**src/rtl/transformer_pkg.sv**
```systemverilog
// Shared widths, lane indexing and FSM states for the IB width transformer.
package transformer_pkg;

    localparam int unsigned cUpDataWidth   = 64;
    localparam int unsigned cDownDataWidth = 8;
    localparam int unsigned cLanes         = cUpDataWidth / cDownDataWidth;
    localparam int unsigned cLaneIdxWidth  = $clog2(cLanes);

    typedef logic [cLaneIdxWidth-1:0] t_lane_idx;

    typedef enum logic {
        S_IDLE = 1'b0,
        S_PACK = 1'b1
    } t_up_state;

endpackage

```
**src/rtl/ib_up_lane_assembler.sv**
```systemverilog
// Byte-lane assembly register: decodes the lane write enable and presents the word
// including the byte written this cycle, with all lanes above it forced to zero.
module ib_up_lane_assembler
    import transformer_pkg::*;
#(
    parameter int unsigned LANE_WIDTH = cDownDataWidth,
    parameter int unsigned LANES      = cLanes
) (
    input  logic                          clk_i,
    input  logic                          rst_i,
    input  logic                          wr_en_i,
    input  logic [$clog2(LANES)-1:0]      lane_i,
    input  logic [LANE_WIDTH-1:0]         data_i,
    input  logic                          clear_i,
    output logic [LANES*LANE_WIDTH-1:0]   word_c_o
);

    localparam int unsigned IDX_W = $clog2(LANES);

    logic [LANES*LANE_WIDTH-1:0] asm_q;
    logic [LANES*LANE_WIDTH-1:0] asm_d;
    logic [LANES-1:0]            lane_we;

    // Merge the incoming byte; clearing after a completed word keeps upper lanes zero.
    always_comb begin
        lane_we  = '0;
        word_c_o = asm_q;
        for (int unsigned k = 0; k < LANES; k++) begin
            lane_we[k] = wr_en_i && (lane_i == IDX_W'(k));
            if (lane_we[k]) begin
                word_c_o[k*LANE_WIDTH +: LANE_WIDTH] = data_i;
            end else if (wr_en_i && (IDX_W'(k) > lane_i)) begin
                word_c_o[k*LANE_WIDTH +: LANE_WIDTH] = '0;
            end
        end
        asm_d = clear_i ? '0 : word_c_o;
    end

    always_ff @(posedge clk_i) begin
        if (rst_i) begin
            asm_q <= '0;
        end else begin
            asm_q <= asm_d;
        end
    end

endmodule

```
**src/rtl/ib_transformer_up.sv**
```systemverilog
// 8-bit to 64-bit IB packer with SOP/EOP framing and protocol-error detection.
// Optional statistics counters when IB_TRANSFORMER_UP_STATS_EN is defined.
module ib_transformer_up
    import transformer_pkg::*;
#(
    parameter int unsigned UP_DATA_WIDTH   = cUpDataWidth,
    parameter int unsigned DOWN_DATA_WIDTH = cDownDataWidth,
    parameter int unsigned OUTPUT_PIPE     = 0
) (
    input  logic                        CLK,
    input  logic                        RESET,
    input  logic [DOWN_DATA_WIDTH-1:0]  IN_DATA,
    input  logic                        IN_SOP_N,
    input  logic                        IN_EOP_N,
    input  logic                        IN_SRC_RDY_N,
    output logic                        IN_DST_RDY_N,
    output logic [UP_DATA_WIDTH-1:0]    OUT_DATA,
    output logic                        OUT_SOP_N,
    output logic                        OUT_EOP_N,
    output logic                        OUT_SRC_RDY_N,
    input  logic                        OUT_DST_RDY_N,
    output logic                        ERR_PROTO
`ifdef IB_TRANSFORMER_UP_STATS_EN
    ,
    output logic [31:0]                 STAT_PKT_CNT,
    output logic [15:0]                 STAT_ERR_CNT
`endif
);

    localparam int unsigned LANES = UP_DATA_WIDTH / DOWN_DATA_WIDTH;
    localparam int unsigned IDX_W = $clog2(LANES);
    localparam logic [IDX_W-1:0] LAST_LANE = IDX_W'(LANES - 1);

    t_up_state                 state_q;
    logic [IDX_W-1:0]          cnt_q;
    logic                      sop_pend_q;
    logic                      err_q;
    logic                      err_d;
    logic                      s1_valid_q;
    logic                      s1_sop_q;
    logic                      s1_eop_q;
    logic [UP_DATA_WIDTH-1:0]  s1_data_q;
    logic                      s1_dn_rdy;

    logic                      in_vld;
    logic                      in_sop;
    logic                      in_eop;
    logic                      out_can_load;
    logic                      flush_req;
    logic                      completes;
    logic                      in_rdy;
    logic                      in_acc;
    logic                      do_flush;
    logic                      load;
    logic                      load_sop;
    logic                      load_eop;
    logic                      asm_wr;
    logic                      asm_clear;
    logic [IDX_W-1:0]          asm_lane;
    logic [UP_DATA_WIDTH-1:0]  asm_word;

    ib_up_lane_assembler #(
        .LANE_WIDTH (DOWN_DATA_WIDTH),
        .LANES      (LANES)
    ) u_asm (
        .clk_i    (CLK),
        .rst_i    (RESET),
        .wr_en_i  (asm_wr),
        .lane_i   (asm_lane),
        .data_i   (IN_DATA),
        .clear_i  (asm_clear),
        .word_c_o (asm_word)
    );

    // Handshake and word-completion decode; input stalls only when a word cannot be handed off.
    always_comb begin
        in_vld       = !IN_SRC_RDY_N;
        in_sop       = !IN_SOP_N;
        in_eop       = !IN_EOP_N;
        out_can_load = !s1_valid_q || s1_dn_rdy;
        flush_req    = (state_q == S_PACK) && in_vld && in_sop;
        completes    = in_vld && (((state_q == S_IDLE) && in_sop && in_eop) ||
                       ((state_q == S_PACK) && !in_sop && (in_eop || (cnt_q == LAST_LANE))));
        in_rdy       = !(flush_req || (!out_can_load &&
                       (completes || ((state_q == S_PACK) && (cnt_q == LAST_LANE)))));
        in_acc       = in_vld && in_rdy;
        do_flush     = flush_req && out_can_load;
        asm_wr       = 1'b0;
        asm_lane     = cnt_q;
        asm_clear    = 1'b0;
        load         = 1'b0;
        load_sop     = 1'b0;
        load_eop     = 1'b0;
        err_d        = 1'b0;
        case (state_q)
            S_IDLE: begin
                asm_lane = '0;
                if (in_acc) begin
                    if (in_sop) begin
                        asm_wr = 1'b1;
                        if (in_eop) begin
                            load      = 1'b1;
                            load_sop  = 1'b1;
                            load_eop  = 1'b1;
                            asm_clear = 1'b1;
                        end
                    end else begin
                        err_d = 1'b1;
                    end
                end
            end
            S_PACK: begin
                if (do_flush) begin
                    load      = 1'b1;
                    load_sop  = sop_pend_q;
                    load_eop  = 1'b1;
                    asm_clear = 1'b1;
                    err_d     = 1'b1;
                end else if (in_acc) begin
                    asm_wr = 1'b1;
                    if (in_eop || (cnt_q == LAST_LANE)) begin
                        load      = 1'b1;
                        load_sop  = sop_pend_q;
                        load_eop  = in_eop;
                        asm_clear = 1'b1;
                    end
                end
            end
            default: ;
        endcase
    end

    // FSM, lane counter and first output register; reloads in the cycle it drains.
    always_ff @(posedge CLK) begin
        if (RESET) begin
            state_q    <= S_IDLE;
            cnt_q      <= '0;
            sop_pend_q <= 1'b0;
            err_q      <= 1'b0;
            s1_valid_q <= 1'b0;
            s1_sop_q   <= 1'b0;
            s1_eop_q   <= 1'b0;
            s1_data_q  <= '0;
        end else begin
            err_q <= err_d;
            case (state_q)
                S_IDLE: begin
                    if (in_acc && in_sop && !in_eop) begin
                        state_q    <= S_PACK;
                        cnt_q      <= IDX_W'(1);
                        sop_pend_q <= 1'b1;
                    end
                end
                S_PACK: begin
                    if (do_flush) begin
                        state_q    <= S_IDLE;
                        cnt_q      <= '0;
                        sop_pend_q <= 1'b0;
                    end else if (in_acc) begin
                        cnt_q <= cnt_q + IDX_W'(1);
                        if (load) begin
                            sop_pend_q <= 1'b0;
                        end
                        if (in_eop) begin
                            state_q <= S_IDLE;
                            cnt_q   <= '0;
                        end
                    end
                end
                default: state_q <= S_IDLE;
            endcase
            if (load) begin
                s1_valid_q <= 1'b1;
                s1_data_q  <= asm_word;
                s1_sop_q   <= load_sop;
                s1_eop_q   <= load_eop;
            end else if (s1_dn_rdy) begin
                s1_valid_q <= 1'b0;
            end
        end
    end

    generate
        if (OUTPUT_PIPE != 0) begin : g_pipe
            logic                     p_valid_q;
            logic                     p_sop_q;
            logic                     p_eop_q;
            logic [UP_DATA_WIDTH-1:0] p_data_q;

            always_ff @(posedge CLK) begin
                if (RESET) begin
                    p_valid_q <= 1'b0;
                    p_sop_q   <= 1'b0;
                    p_eop_q   <= 1'b0;
                    p_data_q  <= '0;
                end else if (s1_valid_q && s1_dn_rdy) begin
                    p_valid_q <= 1'b1;
                    p_sop_q   <= s1_sop_q;
                    p_eop_q   <= s1_eop_q;
                    p_data_q  <= s1_data_q;
                end else if (!OUT_DST_RDY_N) begin
                    p_valid_q <= 1'b0;
                end
            end

            assign s1_dn_rdy     = !p_valid_q || !OUT_DST_RDY_N;
            assign OUT_DATA      = p_data_q;
            assign OUT_SRC_RDY_N = !p_valid_q;
            assign OUT_SOP_N     = !(p_valid_q && p_sop_q);
            assign OUT_EOP_N     = !(p_valid_q && p_eop_q);
        end else begin : g_nopipe
            assign s1_dn_rdy     = !OUT_DST_RDY_N;
            assign OUT_DATA      = s1_data_q;
            assign OUT_SRC_RDY_N = !s1_valid_q;
            assign OUT_SOP_N     = !(s1_valid_q && s1_sop_q);
            assign OUT_EOP_N     = !(s1_valid_q && s1_eop_q);
        end
    endgenerate

    assign IN_DST_RDY_N = !in_rdy;
    assign ERR_PROTO    = err_q;

`ifdef IB_TRANSFORMER_UP_STATS_EN
    logic [31:0] pkt_cnt_q;
    logic [15:0] err_cnt_q;

    // Packets counted as EOP words leave the block.
    always_ff @(posedge CLK) begin
        if (RESET) begin
            pkt_cnt_q <= '0;
            err_cnt_q <= '0;
        end else begin
            if (!OUT_SRC_RDY_N && !OUT_DST_RDY_N && !OUT_EOP_N) begin
                pkt_cnt_q <= pkt_cnt_q + 32'd1;
            end
            if (err_q) begin
                err_cnt_q <= err_cnt_q + 16'd1;
            end
        end
    end

    assign STAT_PKT_CNT = pkt_cnt_q;
    assign STAT_ERR_CNT = err_cnt_q;
`endif

endmodule
```
**config.mk**
```make
export PLATFORM = sky130hd
export DESIGN_NAME = ib_transformer_up
export DESIGN_NICKNAME = d
export VERILOG_FILES = /design/src/rtl/transformer_pkg.sv /design/src/rtl/ib_up_lane_assembler.sv /design/src/rtl/ib_transformer_up.sv
export SDC_FILE = /design/constraint.sdc
export NUM_CORES = 1
export LEC_CHECK = 0
export ABC_AREA = 0
export BUFFER_PORTS_ARGS = -buffer_cell sky130_fd_sc_hd__buf_2
export CAP_MARGIN = 15
export CORE_MARGIN = 5
export CORE_UTILIZATION = 45
export DETAILED_ROUTE_END_ITERATION = 12
export PLACE_DENSITY = 0.68
export REMOVE_ABC_BUFFERS = 1
export SYNTH_ARGS = -nofsm -noshare
export SYNTH_HDL_FRONTEND = slang
export SYNTH_SLANG_ARGS = --single-unit
```
**constraint.sdc**
```tcl
create_clock -name CLK -period 2.4 [get_ports CLK]
set_input_delay 0.24 -clock CLK [delete_from_list [all_inputs] [get_ports CLK]]
set_output_delay 0.24 -clock CLK [all_outputs]
set_load 0.02 [all_outputs]
```
==> impl_metrics.ini, run 1 <==
[floorplanning]
die_w_um = 120
core_area_mm2 = 0.0119
io_pins = 83
die_h_um = 120
initial_core_util_pct = 45.6
die-area_mm2 = 0.0144
rows = 40

[critical_path]
r2r_end = u_asm.asm_q[44]
cp.required_ns = 2.76
crit_path_cell_trace = ha_1 > ha_1 > nand3b_1 > a211o_1 > buf_4 > a2111oi_4 > buf_6 > a22oi_1 > nor2_1
startpoint_type = flop
arrival_ns = 2.62
critPathKind = flop to flop
ff2ff_setup_slack_ns = 0.14
crit_slowest_cell = a2111oi_4
slowest_delay_ns = 0.36
crit_start = cnt_q[0]
crit_family = compound AO/OA/AOI/OAI gates
reg2reg_from = cnt_q[0]
path_common_cell = ha_1
end_kind = flop
crit_fanout = 10
reg2reg_depth = 9
crit_buf_inv = 2

[synth]
synth-seq-cells = 137
syn-cell-area_mm2 = 0.00543
synth_cell_type_count = 56
ys.flop_type = dfxtp_1
synthArstFlopShare_pct = 0
syn_avg_cell_area_um2 = 9.17
yosys_warnings = 0
syn_inst = 592
synth_edf_count = 0
ys_seq_area_share_pct = 50.5

[sta]
final-setup-viol-count = 0
hold_viol = 0
finalSetupTns_ns = 0
rsz0062_at_grt = no
finalCritPeriodShare_pct = 94.2
worstMarginPinSlew_ns = 0.665
setup_slack_ns = 0.140
finClkSkew_ns = 0.00895
min_period_ns = 2.26
max_freq_mhz = 443
report.final.slew_viol_count = 0
slew_headroom_pct = 55.7

[placed_design]
numPortBuffers = 82
gp_congestion = 0.915
dp_slack_ns = 0.0424
placed_cells = 801
dpl.hpwl_um = 9780

[finish]
final_cells = 833
nFillCells = 1068
layout-drive-gt1-share_pct = 23.3
antenna_cells = 0
area_delta_synth_final_pct = 22.3
nNetsFinal = 689

[route]
drtIter0Drc = 319
drt-vias-per-instance = 5.69
wl_per_cell_um = 17.7
vias = 4741
dr.pass1.iters = 4
drc_errors = 0
routed_wl_um = 14700
ant_nets = 0

[global_routing]
grt_max_degree = 35
grtUsageTotal_pct = 21.0
antenna_found_initial = 0
grt_pass1_vias = 4648
grt_pass1_wl_um = 23900
overflow = 0

[clock_network]
htreeDepth = 4
clk_path_buf_depth = 2
ctsRootBufferMaster = clkbuf_16
path_clk_slew_ns = 0.06
worstSkewPairLatency_ns = 0.42
cts_hold_buf = 0
cts_tree = done
numCtsBuffers = 17
cts_num_sinks = 137

[worst_hold_path]
hold_start = RESET
hold_depth = 2
hold_path.class = primary input to flop
hold_end = state_q

[pwr]
seqPwrFrac_pct = 44.4
clkPwrFrac_pct = 49.4
sw_frac_of_total_pct = 22.9
p_switching_mw = 1.19
p_int_mw = 3.99
leakagePower_nw = 2.84
p_comb_share_pct = 6.2
p_per_area_mw_per_mm2 = 780
ir_drop_mv = 0.459

[status]
status = completed

[run]
timing.max_cap.violations = 0
## state kept, by name, indices dropped and copies added, names as in the netlist
register,cells
OUT_DATA,64
u_asm.asm_q,64
cnt_q,3
ERR_PROTO,1
s1_eop_q,1
s1_sop_q,1
s1_valid_q,1
sop_pend_q,1
state_q,1
## through the flow
step,util [%],instance area [um^2],power (mW),hold WS (ns)
2_1_floorplan,-,5220,2.51,0.309
3_3_place_gp,50.7,6040,2.66,0.434
3_5_place_dp,50.7,6040,2.66,0.441
4_1_cts,55.6,6620,5.21,0.167
5_1_grt,55.8,6640,5.34,0.205
6_report,55.8,6640,5.18,0.192
## layout make-up
class                           instances  area, um^2  area share, %
Multi-Input combinational cell        403        2490           37.6
Clock buffer                           26         489           7.36
Tap cell                              147         184           2.77
Timing Repair Buffer                  108         622           9.36
Inverter                                6        22.5          0.339
Clock inverter                          6        88.8           1.34
Sequential cell                       137        2740           41.3
## cell families (layout without fill, tap and decap cells)
logic type      Yosys count  in the layout  synth area share (%)
flops                   137            137                  50.5
buf+inv                  52            146                  4.26
compound gates          165            165                  22.7
mux                      24             24                  4.42
simple gates            211            211                  17.5
fa+ha+maj                 2              2                 0.461
xor+xnor                  1              1                 0.161
## per-layer routing
metal	share of wire [%]	global-route usage, %	vias to the layer above
li1	-	-	2297
met1	45	27.0	2282
met2	48	34.4	143
met3	6.1	5.61	19
met4	1.1	6.80	0
met5	0	0	-
## how the worst max path moves through the flow
stage	endpoint	slack, ns	depth (start not counted)
6_report	u_asm.asm_q[44]	0.14	9
5_1_grt	OUT_DATA[38]	0.01	8
4_1_cts	OUT_DATA[45]	0.03	7
3_5_place_dp	OUT_DATA[45]	0.04	7
3_3_place_gp	OUT_DATA[46]	0.12	7
2_1_floorplan	OUT_DATA[24]	-1.79	6
## power groups by stage
stage	Sequential [mW]	Combinational (mW)	Clock [mW]
after floorplan	2.36	0.149	0
after global placement	2.35	0.309	0
after detailed placement	2.35	0.316	0
after CTS	2.30	0.317	2.59
after global routing	2.30	0.347	2.70
final	2.30	0.323	2.56
## layout by cell type, fill, tap and decap left out, types with 20 or more instances in the layout
cell type / instances
a22oi_1: 23
buf_2: 82
buf_4: 24
dfxtp_1: 137
mux2i_1: 24
nand2_1: 64
nand3_1: 20
nor2_1: 81
o21ai_0: 45
## timing repair
| item | 4_1_cts | 5_1_grt |
|---|---|---|
| gates resized for setup | 0 | 6 |
| endpoints found under the hold margin | 0 | 0 |
| setup buffers | 0 | 0 |
| setup endpoints to repair | 0 | 19 |
## Yosys cell counts (3+ instances only)
| library cell | count | area [um^2] |
|---|---|---|
| nor3_1 | 5 | 25.0 |
| nand3_1 | 20 | 100 |
| a32o_1 | 8 | 80.1 |
| inv_1 | 6 | 22.5 |
| clkbuf_1 | 32 | 120 |
| nand2_1 | 65 | 244 |
| mux2i_1 | 24 | 240 |
| dfxtp_1 | 137 | 2740 |
| buf_1 | 5 | 18.8 |
| a22oi_1 | 23 | 173 |
| o21ai_0 | 45 | 225 |
| a21boi_0 | 8 | 60.1 |
| nor2_1 | 81 | 304 |
| and3_1 | 17 | 106 |
| a221o_1 | 15 | 150 |
| a21oi_1 | 17 | 85.1 |
| a31oi_1 | 10 | 62.6 |
| o21ai_1 | 3 | 15.0 |
| nor2b_1 | 3 | 18.8 |
| buf_2 | 5 | 25.0 |
| buf_6 | 4 | 45.0 |
| a32oi_1 | 9 | 78.8 |
| o211ai_2 | 7 | 87.6 |
(Power assumes the default switching activity.)
==> inputs of run 2 (changes only) <==
--- a/config.mk
+++ b/config.mk
@@ -5,12 +5,13 @@
 export SDC_FILE = /design/constraint.sdc
 export NUM_CORES = 1
 export LEC_CHECK = 0
-export ABC_AREA = 0
+export ABC_AREA = 1
 export BUFFER_PORTS_ARGS = -buffer_cell sky130_fd_sc_hd__buf_2
 export CAP_MARGIN = 15
 export CORE_MARGIN = 5
 export CORE_UTILIZATION = 45
 export DETAILED_ROUTE_END_ITERATION = 12
+export GPL_ROUTABILITY_DRIVEN = 0
 export PLACE_DENSITY = 0.68
 export REMOVE_ABC_BUFFERS = 1
 export SYNTH_ARGS = -nofsm -noshare
==> run 2 against run 1 <==
Maximum frequency grew 3.2%. Routed wire length shrank 16%. First-iteration DRC count grew 11%. Global-route usage shrank 3.2 points. Largest cell class unchanged. Critical endpoint is now u_asm.asm_q[15]. Die area shrank 3.7%. Sequential share of layout area grew 2.3 points.
==> impl_metrics.ini, run 2 <==
[synth]
synth-compound-area-share_pct = 7.47
synthArstFlopShare_pct = 0
synth-seq-cells = 137
synth_top_cell_by_area = dfxtp_1
muxShareOfSynthArea_pct = 0
ys_top_cells_by_area = dfxtp_1, nand2_1, and2_1, o21ai_0, nand3_1
synthAdderAreaFrac_pct = 0.480
synth_cell_type_count = 24
synthDominantCellAreaShare_pct = 52.6
syn-cell-area_mm2 = 0.00521
ys_top_cells_by_count = nand2_1, dfxtp_1, and2_1, o21ai_0, nand3_1
ys.flop_type = dfxtp_1
yosys_warnings = 0
yosys.area_share.simple_pct = 33.6
synth_top_family_by_area = simple AND/OR/NAND/NOR gates
synth_edf_count = 0
ys_seq_area_share_pct = 52.6
syn_avg_cell_area_um2 = 7.72
synth_xor_area_share_pct = 0
yosysMostFrequentCell = nand2_1
syn_inst = 675

[finish]
nFillCells = 1038
seq_area_mm2 = 0.00274
final_cell_mix = nand2_1, dfxtp_1, buf_2
area_delta_synth_final_pct = 20.8
final_common_cell = nand2_1
antenna_cells = 0
nNetsFinal = 771
layout-drive-gt1-share_pct = 18.6
multi_input_area_mm2 = 0.00217

[clock_network]
cts_tree = done
numCtsBuffers = 17
htreeDepth = 4
ctsRootBufferMaster = clkbuf_16
worstSkewPairLatency_ns = 0.42
clk_path_buf_depth = 2
cts_num_sinks = 137
cts_hold_buf = 0
path_clk_slew_ns = 0.06

[sta]
finalSetupTns_ns = 0
report.final.slew_viol_count = 0
hold_viol = 0
setup_slack_ns = 0.210
finalCritPeriodShare_pct = 91.2
slew_headroom_pct = 71.5
finClkSkew_ns = 0.0102
min_period_ns = 2.19
rsz0062_at_grt = no
final-setup-viol-count = 0
worstMarginPinSlew_ns = 0.428
max_freq_mhz = 457

[route]
drtIter0Drc = 355
drt-vias-per-instance = 4.91
wl_per_cell_um = 13.5
routed_wl_um = 12300
dr.pass1.iters = 4
ant_nets = 0
vias = 4471
drc_errors = 0

[critical_path]
end_kind = flop
crit_fanout = 25
r2r_end = u_asm.asm_q[15]
ff2ff_setup_slack_ns = 0.21
startpoint_type = flop
path_common_cell = nand2_1
crit_path_cell_trace = inv_1 > nand2_1 > nand3_1 > nand2_1 > nand2_2 > nand4_1 > nand2_1 > nand2_1 > nand2_2 > nor2_4 > buf_12 > inv_2 > a21oi_1
slowest_delay_ns = 0.45
reg2reg_from = state_q
critPathKind = flop to flop
crit_slowest_cell = dfxtp_2
arrival_ns = 2.53
reg2reg_depth = 13
cp.required_ns = 2.74

[worst_hold_path]
hold_path.class = primary input to flop
hold_end = sop_pend_q
hold_start = RESET
hold_depth = 2

[floorplanning]
rows = 39
initial_core_util_pct = 45.8
io_pins = 83
die-area_mm2 = 0.0138
die_h_um = 118
core_area_mm2 = 0.0114
die_w_um = 118

[pwr]
p_per_area_mw_per_mm2 = 800
finalPower_mw = 5.03
leakagePower_nw = 3.09
ir_drop_mv = 0.378

[global_routing]
grtUsageTotal_pct = 17.7
grt_pass1_wl_um = 20100
overflow = 0
grt_pass1_vias = 4270
grt_max_degree = 56
antenna_found_initial = 0

[placed_design]
numPortBuffers = 82
dpl.hpwl_um = 8150
dp_slack_ns = 0.115

[status]
status = completed

[run]
timing.max_cap.violations = 0
[run 2: repair_timing]
item | CTS | global route
setup endpoints to repair | 0 | 80
setup buffers | 0 | 1
resized for setup | 0 | 1
[run 2: where the power goes]
part           switching (mW)  internal (mW)  leakage, nW
Sequential             0.0154           2.30         1.11
Clock                   0.993           1.46        0.262
Combinational           0.189         0.0779         1.72
Total                    1.20           3.84         3.09
[run 2: cell type report]
type,instances,area share [%]
Tap cell,143,2.84
Clock inverter,13,1.93
Clock buffer,19,7.03
Inverter,31,1.89
Timing Repair Buffer,90,8.34
Sequential cell,137,43.6
Multi-Input combinational cell,478,34.4
[run 2: metrics by stage]
step	area [um^2]	hold WS (ns)	util [%]	cells
floorplan	5030	0.309	-	646
global placement	5700	0.431	50.1	877
detailed placement	5700	0.434	50.1	877
CTS	6260	0.0669	55.1	909
global route	6300	0.0799	55.4	911
finish	6300	0.0856	55.4	911
[run 2: how the worst max path moves through the flow]
stage	from	end	slack [ns]	depth (start not counted)
2_1_floorplan	state_q	u_asm.asm_q[10]	-0.40	12
3_3_place_gp	state_q	u_asm.asm_q[13]	0.15	13
3_5_place_dp	state_q	u_asm.asm_q[13]	0.11	13
4_1_cts	state_q	u_asm.asm_q[15]	0.02	13
5_1_grt	state_q	u_asm.asm_q[15]	0.01	13
6_report	state_q	u_asm.asm_q[15]	0.21	13
[run 2: critical path, delay by kind of cell, from the launching register on]
kind            cells  cell delay, ns
flops               1            0.45
buf+inv             3            0.45
simple gates        9            1.04
compound gates      1            0.16
[run 2: cell families (layout without fill, tap and decap cells)]
| kind of cell | count (synthesis) | in the layout |
|---|---|---|
| AOI/OAI and AO/OA | 77 | 77 |
| buffers and inverters | 60 | 153 |
| and+or+nand+nor | 399 | 399 |
| DFF | 137 | 137 |
| adders and majority gates | 2 | 2 |
[run 2: layer usage]
layer / wire length [um] / share of wire (%) / track usage, %
met1: 5760 / 47 / 22.9
met3: 661 / 5.4 / 4.95
met5: 0 / 0 / 0
met2: 5690 / 46 / 28.1
met4: 189 / 1.5 / 6.88
==> inputs of run 3 (changes only) <==
--- a/config.mk
+++ b/config.mk
@@ -12,7 +12,7 @@
 export CORE_UTILIZATION = 45
 export DETAILED_ROUTE_END_ITERATION = 12
 export GPL_ROUTABILITY_DRIVEN = 0
-export PLACE_DENSITY = 0.68
+export PLACE_DENSITY = 0.78
 export REMOVE_ABC_BUFFERS = 1
 export SYNTH_ARGS = -nofsm -noshare
 export SYNTH_HDL_FRONTEND = slang
==> run 3 against run 2 <==
Sequential share of layout area increased by 0.24 points. Die area unchanged. Critical path depth decreased by 1. Utilization decreased by 0.33 points. Total power increased by 0.37%. Via count decreased by 1.1%. Clock skew decreased by 0.0023 ns. Sequential cell count unchanged. Highest routed layer unchanged.
==> impl_metrics.ini, run 3 (synthesis gave the netlist of run 2 again) <==
[finish]
fin_util_pct = 55.1
layout-drive-gt1-share_pct = 18.0
nNetsFinal = 770
antenna_cells = 0
area_delta_synth_final_pct = 20.1
final_cell_area_mm2 = 0.00626
final_common_cell = nand2_1
final_cell_mix = nand2_1, dfxtp_1, buf_2

[pwr]
leakagePower_nw = 3.09
ir_drop_mv = 0.740
p_per_area_mw_per_mm2 = 807

[global_routing]
grt_max_degree = 70
grt_pass1_vias = 4283
overflow = 0
grtUsageTotal_pct = 17.7
antenna_found_initial = 0
grt_pass1_wl_um = 20300

[clock_network]
numCtsBuffers = 17
path_clk_slew_ns = 0.06
htreeDepth = 4
cts_num_sinks = 137
cts_hold_buf = 0
cts_setup_buffers = 0
ctsResizeCount = 0
cts_tree = done
ctsRootBufferMaster = clkbuf_16
clk_path_buf_depth = 2
worstSkewPairLatency_ns = 0.41

[route]
drt-vias-per-instance = 4.86
routed_wl_um = 11800
drtIter0Drc = 290
ant_nets = 0
wl_per_cell_um = 12.9
drc_errors = 0
vias = 4420
dr.pass1.iters = 5

[status]
status = completed

[floorplanning]
io_pins = 83
initial_core_util_pct = 45.8
die-area_mm2 = 0.0138
rows = 39
core_area_mm2 = 0.0114
die_w_um = 118
die_h_um = 118

[sta]
finClkSkew_ns = 0.00786
report.final.slew_viol_count = 0
worstMarginPinSlew_ns = 0.378
rsz0062_at_grt = no
final-setup-viol-count = 0
min_period_ns = 2.17
slew_headroom_pct = 74.7
max_freq_mhz = 461
finalCritPeriodShare_pct = 90.3
hold_viol = 0
finalSetupTns_ns = 0

[critical_path]
arrival_ns = 2.52
cp.required_ns = 2.76
critPathKind = flop to flop
crit_fanout = 31
startpoint_type = flop
end_kind = flop
reg2reg_depth = 12

[placed_design]
numPortBuffers = 82
dpl.hpwl_um = 7800
dpl_cell_area_mm2 = 0.00569

[run]
timing.max_cap.violations = 0

[worst_hold_path]
hold_path.class = primary input to flop
hold_depth = 2
[run 3: routing by layer]
layer / up-vias / GRT usage [%] / share of wire [%]
met5: - / 0 / 0
met3: 18 / 5.09 / 5.1
met4: 0 / 6.38 / 1.5
met1: 2019 / 23.7 / 48
met2: 101 / 27.3 / 45
li1: 2282 / - / -
[run 3: power breakdown]
part	total [mW]	internal [mW]	switching, mW
clock network	2.48	1.57	0.912
registers	2.32	2.30	0.0146
logic	0.254	0.0693	0.184
[run 3: through the flow]
stage / hold WS [ns] / setup slack, ns / total power, mW / instances
detailed placement: 0.434 / 0.259 / 2.62 / 878
global placement: 0.432 / 0.303 / 2.62 / 878
floorplan: 0.309 / -0.397 / 2.51 / 646
finish: 0.0873 / 0.233 / 5.05 / 910
CTS: 0.0720 / 0.246 / 5.09 / 910
global route: 0.0728 / 0.0297 / 5.24 / 910
[run 3: layout make-up]
| cell class | instances | area, um^2 |
|---|---|---|
| tap | 143 | 179 |
| timing repair buffer | 89 | 488 |
| sequential | 137 | 2740 |
| clock buffer | 23 | 468 |
| inverter | 31 | 119 |
| clock inverter | 9 | 97.6 |
| multi-input combinational | 478 | 2170 |
| fill | 1066 | 5110 |
[run 3: worst max-delay path: stages (launching register included)]
cell and delay [ns]:
dfxtp_1 0.54, inv_1 0.15, nand2_1 0.15, nand3_1 0.09, nand2_1 0.07, nand2_2 0.10, nand4_1 0.12, nand2_1 0.06
nand2_1 0.08, nand2_2 0.09, nor2_4 0.17, buf_4 0.31, and2_1 0.17
[run 3: worst paths after layout]
check | end | slack [ns] | start
hold reg to reg | OUT_DATA[54] | 0.44 | OUT_DATA[54]
setup / recovery | u_asm.asm_q[29] | 0.23 | state_q
hold / removal | ERR_PROTO | 0.09 | RESET
setup reg to reg | u_asm.asm_q[29] | 0.23 | state_q
